$ cat src/rtl/mux_n_way_stream.sv
// -----------------------------------------------------------------------------
// mux_n_way_stream
//   WAYS-to-1, WIDTH-bit stream multiplexer with one registered output stage
//   and valid/ready handshakes on every channel.  mode=0 passes the channel
//   named by select; mode=1 arbitrates round-robin among the valid channels.
//   One cycle of latency and one word per cycle of sustained throughput.
//
// Ports
//   clk          in   rising-edge clock
//   rst_n        in   asynchronous, active-low reset
//   in_data      in   WAYS*WIDTH packed channel data, channel i at [i*WIDTH +: WIDTH]
//   in_valid     in   per-channel valid
//   in_ready     out  per-channel ready, one-hot or zero
//   select       in   channel choice used when mode=0
//   mode         in   0 = select-driven, 1 = round-robin
//   out_data     out  registered data
//   out_valid    out  out_data holds a word not yet taken
//   out_ready    in   consumer accepts out_data
//   out_channel  out  index of the channel that produced out_data
// -----------------------------------------------------------------------------
module mux_n_way_stream #(
    parameter  int WIDTH = 16,
    parameter  int WAYS  = 4,
    localparam int SEL_W = $clog2(WAYS)
) (
    input  logic                  clk,
    input  logic                  rst_n,
    input  logic [WAYS*WIDTH-1:0] in_data,
    input  logic [WAYS-1:0]       in_valid,
    output logic [WAYS-1:0]       in_ready,
    input  logic [SEL_W-1:0]      select,
    input  logic                  mode,
    output logic [WIDTH-1:0]      out_data,
    output logic                  out_valid,
    input  logic                  out_ready,
    output logic [SEL_W-1:0]      out_channel
);

    logic [WIDTH-1:0] out_data_q, out_data_d;
    logic             out_valid_q, out_valid_d;
    logic [SEL_W-1:0] out_channel_q, out_channel_d;
    logic [SEL_W-1:0] rr_ptr_q, rr_ptr_d;

    logic [SEL_W-1:0] grant;
    logic             grant_valid;
    logic             can_load;
    logic             transfer;
    logic [WIDTH-1:0] sel_data;

    // Grant selection.  In round-robin mode the search starts at rr_ptr and
    // wraps modulo WAYS, so non-power-of-2 channel counts wrap correctly.
    always_comb begin : grant_logic
        int idx;
        // NOTE: every variable gets a default before any branch so no path
        // leaves it unassigned -- that is what keeps always_comb latch-free.
        grant       = '0;
        grant_valid = 1'b0;
        idx         = 0;
        if (!mode) begin
            // An out-of-range select (possible when WAYS is not a power of 2)
            // simply produces no grant.
            if (int'(select) < WAYS) begin
                grant       = select;
                grant_valid = in_valid[select];
            end
        end else begin
            for (int k = 0; k < WAYS; k++) begin
                idx = (int'(rr_ptr_q) + k) % WAYS;
                if (!grant_valid && in_valid[idx]) begin
                    grant       = SEL_W'(idx);
                    grant_valid = 1'b1;
                end
            end
        end
    end

    // The register can take a new word when empty or when its word leaves
    // this cycle; this gives full throughput at the cost of a combinational
    // path from out_ready to in_ready.
    assign can_load = !out_valid_q || out_ready;
    assign transfer = rst_n && can_load && grant_valid;
    assign in_ready = transfer ? (WAYS'(1) << grant) : '0;
    assign sel_data = in_data[int'(grant)*WIDTH +: WIDTH];

    always_comb begin : next_state
        out_valid_d   = out_valid_q;
        out_data_d    = out_data_q;
        out_channel_d = out_channel_q;
        rr_ptr_d      = rr_ptr_q;
        if (transfer) begin
            out_valid_d   = 1'b1;
            out_data_d    = sel_data;
            out_channel_d = grant;
        end else if (out_valid_q && out_ready) begin
            out_valid_d = 1'b0;
        end
        if (transfer && mode) begin
            rr_ptr_d = (int'(grant) == WAYS - 1) ? '0 : grant + SEL_W'(1);
        end
    end

    always_ff @(posedge clk or negedge rst_n) begin
        if (!rst_n) begin
            out_valid_q   <= 1'b0;
            out_data_q    <= '0;
            out_channel_q <= '0;
            rr_ptr_q      <= '0;
        end else begin
            // NOTE: non-blocking assignments so every register samples the
            // pre-edge values regardless of statement order.
            out_valid_q   <= out_valid_d;
            out_data_q    <= out_data_d;
            out_channel_q <= out_channel_d;
            rr_ptr_q      <= rr_ptr_d;
        end
    end

    assign out_valid   = out_valid_q;
    assign out_data    = out_data_q;
    assign out_channel = out_channel_q;

endmodule

$ cat config.mk
export PLATFORM = sky130hd
export DESIGN_NAME = mux_n_way_stream
export DESIGN_NICKNAME = d
export VERILOG_FILES = /design/src/rtl/mux_n_way_stream.sv
export SDC_FILE = /design/constraint.sdc
export NUM_CORES = 1
export LEC_CHECK = 0
export ABC_AREA = 1
export CAP_MARGIN = 40
export CORE_MARGIN = 1
export CORE_UTILIZATION = 45
export CTS_BUF_LIST = sky130_fd_sc_hd__clkbuf_16
export CTS_CLUSTER_DIAMETER = 40
export DETAILED_ROUTE_END_ITERATION = 7
export PLACE_DENSITY = 0.87
export SLEW_MARGIN = 30
export SYNTH_ARGS = -nofsm -noshare
export SYNTH_HDL_FRONTEND = slang
export SYNTH_SLANG_ARGS = --single-unit
export TNS_END_PERCENT = 5
$ cat constraint.sdc
create_clock -name clk -period 5 [get_ports clk]
set_input_delay 1 -clock clk [delete_from_list [all_inputs] [get_ports clk]]
set_output_delay 1 -clock clk [all_outputs]
set_load 0.01 [all_outputs]
==> results of run 1 <==
worst max path at each step:
stage                  end   startpoint  cells past startpoint  slack (ns)
2_1_floorplan  in_ready[0]  in_valid[3]                     11        1.77
3_3_place_gp   in_ready[3]  in_valid[3]                     13        0.65
3_5_place_dp   in_ready[3]  in_valid[1]                     13        0.63
4_1_cts        in_ready[0]         mode                      8        0.60
5_1_grt        in_ready[3]  in_valid[1]                     13        0.39
6_report       in_ready[3]  in_valid[1]                     13        0.60
metal layers:
metal / GRT usage, % / up-vias / part of all wire [%]
met5: 0 / - / 0
met4: 10.7 / 0 / 3.0
met3: 5.23 / 19 / 6.3
met2: 46.6 / 90 / 50
met1: 31.3 / 1148 / 41
li1: - / 1258 / -
layout make-up:
class                   instances  area (µm²)  area share (%)
clock buffers                   3        75.1            2.45
clock inverters                 1        5.00           0.163
well taps                      52        65.1            2.12
repair buffers                101         998            32.5
multi-input cells             265        1230            40.0
inverters                      46         173            5.63
flip-flops and latches         21         526            17.1
worst max-delay path, cell delays in order:
cell	delay [ns]
clkdlybuf4s50_1	0.43
inv_1	0.11
nand2_1	0.07
nand3_1	0.12
nand2_2	0.10
nor2_1	0.20
nand2_1	0.08
nand3_1	0.08
nor2_1	0.05
nor2_2	0.22
inv_2	0.22
nor2_1	0.15
clkdlybuf4s50_1	0.55
placed cells by master (no fill, tap or decap), types with 3 or more instances in the layout:
cell type,instances
nand3_2,10
nand2_2,9
dfrtp_1,21
nand3_1,65
o21ai_0,5
clkdlybuf4s50_1,96
clkbuf_16,3
nand2_1,156
inv_2,6
nor2_1,8
inv_1,40
buf_4,5
sequential cells by signal, summed over array words and instances, names as in the netlist:
name         flops
out_data        16
out_channel      2
out_valid        1
rr_ptr_q         2
synthesized netlist by cell type:
library cell	instances
nor2_4	1
buf_2	3
buf_6	4
inv_1	40
nand2_2	9
o21ai_2	1
dfrtp_1	21
o21ai_0	5
a21oi_1	1
buf_4	5
inv_2	6
buf_12	1
o2111ai_1	1
nor2_1	8
o211ai_1	1
nand4_1	1
nand3_1	65
nand2_4	1
nand3_2	10
nor3_4	1
nand2_1	156
nor2_2	1
o21a_1	1
nor3_1	1
nor3_2	1
clkbuf_1	4
cells by family (layout without fill, tap and decap cells):
group,after synthesis,after routing,synth area share [%]
AO/OA/AOI/OAI,10,10,3.04
AND/OR/NAND/NOR,255,255,56.6
buffers and inverters,63,151,14.8
flip-flops,21,21,25.5
power by group:
part           total [mW]  internal (mW)  switching (mW)
Clock               0.166          0.107          0.0591
Combinational       0.993          0.409           0.583
Sequential          0.319          0.249          0.0704
Total                1.48          0.765           0.713
stage by stage:
step                      hold WS [ns]  power (mW)  cells
after detailed placement         0.467        1.30    485
after global routing             0.498        1.60    489
after floorplan                  0.514        1.00    349
final                            0.479        1.48    489
after CTS                        0.482        1.48    489
after global placement           0.465        1.29    485
==> results.md, run 1 <==
- Vias in the first global route: 2340
- Finished Cell Area: 3070 µm²
- Num ports: 97
- ANT nets after route: 0
- Root Driver: clkbuf_16
- Layout cell share with drive strength beyond 1: 9.15%
- Worst Hold Depth: 2
- Syn-to-layout area delta: 49.1%
- PnR worst setup slack: 0.601 ns
- Top cells by area, synth: nand2_1 28%, dfrtp_1 26%, nand3_1 16%, inv_1 7.3%, nand3_2 4.9%
- Core ar.: 4380 µm²
- Cell area after synthesis: 2060 µm²
- Seq/Total Area, Yosys: 25.5%
- Yosys reg bits: 21
- Path type of the worst min-delay path: reg2reg
- Area leader, netlist: nand2_1
- RePlAce Congestion: 0.924
- Die extent in x: 69.6 µm
- Number of buffers added for setup after CTS: 0
- Worst EP arrival: 3.40 ns
- Total Routing Usage GR: 26.4%
- Tcrit/Tclk final: 88.0%
- CTS Buffer Depth: 2
- Critical R2R Capture: out_data[6]$_DFFE_PN0P_
- CTS tree: built
- Fin Setup TNS: 0 ns
- Via count: 2515
- Reg2reg start: rr_ptr_q[0]$_DFFE_PN0P_
- DP HPWL: 4.78 mm
- Dpl ws: 0.631 ns
- Yosys warns: 0
- Site Rows: 24
- Die ar.: 4850 µm²
- Nets: 512
- Netlist cell types: 26
- Detailed Routing Iterations Pass 1: 4
- Vias per Instance: 5.14
- Setup slack, reg-to-reg: 2.52 ns
- Dpl cell area: 2990 µm²
- Mapped Cells: 349
- Crit start category: input pin
- Clk sinks: 21
- Number of max-cap violations: 0
- Antenna diode count: 0
- CTS clk-pin slew, worst paths: 0.05 ns
- Crit path required time: 4.00 ns
- Clock insertion delay at the later pin of the skew report: 0.25 ns
- Final Skew: 0.00249 ns
- Die height: 69.6 µm
- Fill cells: 371
- Crit Path Max Fanout: 19
- Worst Hold End: out_channel[0]$_DFFE_PN0P_
- Final Setup Violations: 0
- Hold Crit Start: out_channel[0]$_DFFE_PN0P_
- Slew Viols, Final: 0
- Port Buf Inserts: 96
- Starting Density: 46.9%
- Final Hold Viols: 0
- Final Core Density: 70.0%
- Resize count post-CTS: 0
- Outcome: finished, final reports clean
- First-pass GRT wire length: 10.4 mm
- P per Cell Area: 482 nW/µm²
- H-tree levels: 1
- Mean Syn Cell Area: 5.89 µm²
- Final global-route overflow total: 0
- Unrepaired setup endpoints after global routing: false
- Routed WL: 6.27 mm
- Largest net degree at the start of global routing: 33
- Worst Setup End Kind: primary output
- R2R depth: 15
- # hold bufs at CTS: 0
- Peak VDD IR: 0.288 mV
- Post-DR wirelength/cell: 12.8 µm
- Final min period: 4.40 ns
- Mapped Nets: 423
- Number of DRC markers in iteration 0: 148
- Top-area cell type share of the netlist area: 28.5%
- Initial antenna violation count: 0
- Total CTS buffers: 3
- Slew @ Worst Pin: 0.617 ns
- Slew headroom: 58.8%
- Drt drc: 0
- Critical path type: in2out
- Lkg Pwr: 1.64 nW
- Fmax: 227 MHz
Note: power is estimated with default switching activity, not from simulation.
==> inputs of run 2 (changes only) <==
--- a/config.mk
+++ b/config.mk
@@ -11,6 +11,7 @@
 export CORE_UTILIZATION = 45
 export CTS_BUF_LIST = sky130_fd_sc_hd__clkbuf_16
 export CTS_CLUSTER_DIAMETER = 40
+export CTS_CLUSTER_SIZE = 40
 export DETAILED_ROUTE_END_ITERATION = 7
 export PLACE_DENSITY = 0.87
 export SLEW_MARGIN = 30
==> results of run 2 <==
The final DEF is identical to that of run 1; final timing and power are the same.
